File: config.mk
export PLATFORM = sky130hd
export DESIGN_NAME = ic_ne_bvashr_sweep
export DESIGN_NICKNAME = d
export VERILOG_FILES = /design/src/rtl/ic_ne_bvashr_sweep_pkg.sv /design/src/rtl/ic_ne_bvashr_eval.sv /design/src/rtl/ic_ne_bvashr_sweep.sv
export SDC_FILE = /design/constraint.sdc
export NUM_CORES = 1
export LEC_CHECK = 0
export BUFFER_PORTS_ARGS = -buffer_cell sky130_fd_sc_hd__buf_2
export CELL_PAD_IN_SITES_DETAIL_PLACEMENT = 1
export CELL_PAD_IN_SITES_GLOBAL_PLACEMENT = 1
export CORE_MARGIN = 4
export CORE_UTILIZATION = 39
export DETAILED_ROUTE_END_ITERATION = 12
export PLACE_DENSITY = 0.76
export SYNTH_ARGS = -nofsm -noshare
export SYNTH_HDL_FRONTEND = slang
export SYNTH_SLANG_ARGS = --single-unit
File: constraint.sdc
create_clock -name clk -period 2.6 [get_ports clk]
set_clock_uncertainty 0.2 [all_clocks]
set_input_delay 0.39 -clock clk [delete_from_list [all_inputs] [get_ports clk]]
set_output_delay 0.39 -clock clk [all_outputs]
set_load 0.01 [all_outputs]
File: src/rtl/ic_ne_bvashr_sweep_pkg.sv
// Shared types for the invertibility-condition sweep block: the FSM state
// encoding and the number of operands expected to satisfy the condition.
package ic_ne_bvashr_sweep_pkg;

  typedef enum logic [1:0] {
    IDLE  = 2'd0,
    SWEEP = 2'd1,
    DRAIN = 2'd2,
    DONE  = 2'd3
  } state_t;

  // Every W-bit value except all-zeros and all-ones satisfies the condition.
  function automatic int unsigned expected_count(input int unsigned w);
    return (32'd1 << w) - 32'd2;
  endfunction

endpackage

File: src/rtl/ic_ne_bvashr_eval.sv
// Combinational invertibility predicate: operand is neither all-zeros nor
// all-ones.
module ic_ne_bvashr_eval #(
  parameter int W = 8
) (
  input  logic [W-1:0] operand,
  output logic         ic
);

  assign ic = (|operand) && !(&operand);

endmodule

File: src/rtl/ic_ne_bvashr_sweep.sv
// Invertibility-condition evaluator with a stream path and an exhaustive
// self-sweep of all 2^W operands behind a single-entry output register.
module ic_ne_bvashr_sweep
  import ic_ne_bvashr_sweep_pkg::*;
#(
  parameter int W = 8
) (
  input  logic         clk,
  input  logic         rst_n,
  input  logic         start,
  input  logic         in_valid,
  output logic         in_ready,
  input  logic [W-1:0] in_data,
  output logic         out_valid,
  input  logic         out_ready,
  output logic [W-1:0] out_data,
  output logic         out_ic,
  output logic         out_src,
  output logic         busy,
  output logic         done,
  output logic         pass,
  output logic [W:0]   true_count
);

  localparam logic [W:0] EXP_CNT = (W+1)'(expected_count(W));

  state_t       state;
  logic [W-1:0] cnt;
  logic         slot_free;
  logic         ld_stream;
  logic         ld_sweep;
  logic [W-1:0] data_p0;
  logic         src_p0;
  logic         ic_p0;

  // Stage 0: select the operand for the output register and evaluate it
  assign slot_free = !out_valid || out_ready;
  assign in_ready  = rst_n && (state == IDLE) && !start && slot_free;
  assign ld_stream = in_valid && in_ready;
  assign ld_sweep  = (state == SWEEP) && slot_free;
  assign data_p0   = ld_sweep ? cnt : in_data;
  assign src_p0    = ld_sweep;
  assign busy      = (state == SWEEP) || (state == DRAIN);

  ic_ne_bvashr_eval #(.W(W)) u_eval (
    .operand (data_p0),
    .ic      (ic_p0)
  );

  // Stage 1: output register, sweep control and verdict
  always_ff @(posedge clk) begin
    if (!rst_n) begin
      state      <= IDLE;
      cnt        <= '0;
      out_valid  <= 1'b0;
      out_data   <= '0;
      out_ic     <= 1'b0;
      out_src    <= 1'b0;
      done       <= 1'b0;
      pass       <= 1'b0;
      true_count <= '0;
    end else begin
      done <= 1'b0;

      if (ld_sweep || ld_stream) begin
        out_valid <= 1'b1;
        out_data  <= data_p0;
        out_ic    <= ic_p0;
        out_src   <= src_p0;
      end else if (out_ready) begin
        out_valid <= 1'b0;
      end

      if (out_valid && out_ready && out_src && out_ic)
        true_count <= true_count + (W+1)'(1);

      case (state)
        IDLE: begin
          if (start) begin
            state      <= SWEEP;
            cnt        <= '0;
            true_count <= '0;
            pass       <= 1'b0;
          end
        end
        SWEEP: begin
          // The final value parks cnt at all-ones instead of wrapping.
          if (ld_sweep) begin
            if (&cnt) state <= DRAIN;
            else      cnt   <= cnt + W'(1);
          end
        end
        DRAIN: begin
          if (out_valid && out_ready) state <= DONE;
        end
        DONE: begin
          done  <= 1'b1;
          pass  <= (true_count == EXP_CNT);
          state <= IDLE;
        end
        default: state <= IDLE;
      endcase
    end
  end

endmodule

==> flow_metrics.tcl <==
set metrics [dict create \
    status "completed" \
    synth_ff_type "dfxtp_1" \
    finalMaxSlewViolations 0 \
    synth_seq_area_share 0.384 \
    core_area_um2 4060 \
    synth_top_area_cell "dfxtp_1" \
    grt_max_degree 19 \
    power_mw 1.87 \
    ys_ff_latch 32 \
    routedWlPerCell_um 16.2 \
    cp-start-kind "flop" \
    clock_sinks 32 \
    drive_above_1_share 0.215 \
    final_core_util 0.501 \
    hold_viol 0 \
    final_nets 256 \
    dpl.hpwl_um 3540 \
    max_freq_ghz 0.446 \
    crit_type "reg -> reg" \
    busiest_layer "met2" \
    slew_headroom 0.567 \
    met2_usage 0.311 \
    synth_top_family_by_area "simple AND/OR/NAND/NOR gates" \
    num_rows 23 \
    routed_wl_um 4660 \
    grt_pass1_vias 1702 \
    drt_first_pass_iters 4 \
    hold_path_class "in -> reg" \
    p_seq_frac 0.347 \
    routed_via_density 5.65 \
    io-pin-count 37 \
    die-width_um 73.4 \
    finalNonFillerCells 287 \
    gp_congestion 0.810 \
    clkLatencyLatePin_ns 0.29 \
    rsz0062_at_grt "no" \
    ys_async_sr_fraction 0 \
    cts_hold_buf 0 \
    synth_simple_gate_area_frac 0.261 \
    setup_viol 0 \
    synth_xor_xnor_area_share 0.0315 \
    cp_data_required_time_ns 2.56 \
    syn_to_final_growth_pct 22.1 \
    netlist.area_leader.share 0.384 \
    postRouteAntennaNets 0 \
    arrival_ns 2.21 \
    ys_types 43 \
    synthTopCellsByArea "dfxtp_1 38%, mux2i_1 5.4%, ha_1 5.3%" \
    post_cts_buffers 0 \
    avgSynthCellArea_um2 8.50 \
    synthAdderAreaFrac 0.0526 \
    leakage_nw 0.884 \
    use_met1 0.262 \
    start_util 0.411 \
    vias 1622 \
    worst_pin_slew_ns 0.644 \
    yosysWarningCount 0 \
    diodes 0 \
    drc 0 \
    crit_fanout 8 \
    ir_worst_vdd_uv 461 \
    synth_compound_area_frac 0.182 \
    cap_violations 0 \
    grt_pass1_wl_um 8090 \
    tns_ns 0 \
    fin_crit_sh 0.863 \
    synthCells 196 \
    cts_tree "yes" \
    endpoint_kind "flop" \
    dp_cells 279 \
    drt_iter0_markers 99 \
    syn-cell-area_um2 1670 \
    muxShareOfSynthArea 0.0541 \
    syn_nets 216 \
    clk_path_buf_depth 2 \
    swShare 0.368 \
    use_met3 0.0397 \
    grt_use_total 0.194 \
    clock-root-buffer "clkbuf_8" \
    h-tree-depth 2 \
    multiInputGateArea_um2 968 \
    p_int_mw 1.18 \
    cts_resized 0 \
    synth.most_common_cell "dfxtp_1" \
    power_switching_uw 688 \
    port_buffers 36 \
    layout_min_cycle_time_ns 2.24 \
    grt_antenna_before_repair 0 \
    final-seq-area_um2 641 \
    path_clk_slew_ns 0.07 \
    synth_edf_count 0 \
    dieArea_um2 5380 \
    cts_buffers 5 \
    power_density_nw_per_um2 920 \
    p_clk_frac 0.283 \
    combPwrFrac 0.369 \
    synthTopCellsByCount "32 x dfxtp_1, 23 x nor2_1, 14 x nand2_1" \
    nFillCells 505 \
    die_h_um 73.4 \
    grt.overflow.total 0 \
]
## cells by family (layout without fill, tap and decap cells)
group	after synthesis	after routing
simple gates	83	83
compound gates	45	45
flops	32	32
buf+inv	14	55
mux	9	9
fa+ha+maj	7	7
xor+xnor	6	6
## path summary, 6_finish.rpt
path	slack, ns	cells after the start	to	from
setup / recovery	0.36	6	cnt[5]$_SDFFE_PN0P_	state[0]$_SDFFE_PN0P_
hold reg to reg	0.31	2	true_count[0]$_SDFF_PN0_	true_count[0]$_SDFF_PN0_
setup reg to reg	0.36	6	cnt[5]$_SDFFE_PN0P_	state[0]$_SDFFE_PN0P_
hold / removal	0.20	2	cnt[6]$_SDFFE_PN0P_	rst_n
## layout make-up
class                           count  share of cell area
Clock buffer                        7              0.0474
Clock inverter                      1              0.0148
Inverter                            7              0.0129
Multi-Input combinational cell    150               0.476
Sequential cell                    32               0.315
Tap cell                           50              0.0308
Timing Repair Buffer               40               0.103
## power groups by stage
stage | Sequential [mW] | Clock, mW | Combinational (mW)
global route | 0.664 | 0.562 | 0.783
floorplan | 0.678 | 0 | 0.433
CTS | 0.651 | 0.535 | 0.696
detailed placement | 0.660 | 0 | 0.686
global placement | 0.657 | 0 | 0.676
finish | 0.650 | 0.530 | 0.691
## layer usage
| layer | wire length, µm | vias up | share of wire |
|---|---|---|---|
| li1 | - | 815 | - |
| met1 | 2300 | 765 | 0.49 |
| met2 | 2120 | 37 | 0.46 |
| met3 | 198 | 5 | 0.042 |
| met4 | 39 | 0 | 0.0084 |
| met5 | 0 | - | 0 |
## layout by cell type, fill, tap and decap left out, types with 2 or more instances in the layout
cell type	n
clkbuf_8	7
buf_4	4
a31oi_1	5
a21oi_1	10
ha_1	7
nand2_1	14
xor2_1	4
nor4_1	6
a211o_1	3
and4_1	3
xnor2_1	2
nand3_1	7
a311oi_1	3
inv_1	6
buf_2	36
nor3_1	3
dfxtp_1	32
mux2i_1	9
nor2_1	23
and2_1	2
nand4_1	11
a211oi_1	8
o21ai_0	7
nand2b_1	3
and3_1	3
## stage by stage
stage               setup WS [ns]  cell area, µm²  hold WS (ns)
global placement            0.489            1910         0.280
global route                0.153            2030         0.204
floorplan                   0.642            1670         0.301
detailed placement          0.412            1910         0.296
CTS                         0.387            2030         0.200
finish                      0.355            2030         0.204
## flip-flops by register name, summed over array words and instances, names as in the netlist
signal,cells
pass,1
out_data,8
done,1
state,2
out_src,1
out_valid,1
true_count,9
cnt,8
out_ic,1
## worst max-delay path: stages, from the launching register on
cell and delay [ns]:
dfxtp_1 0.38, inv_1 0.08, ha_1 0.27, and2b_1 0.26, a21oi_1 0.48, nor4bb_1 0.38, nor3b_1 0.09
Power figures use the tool's default switching activity.
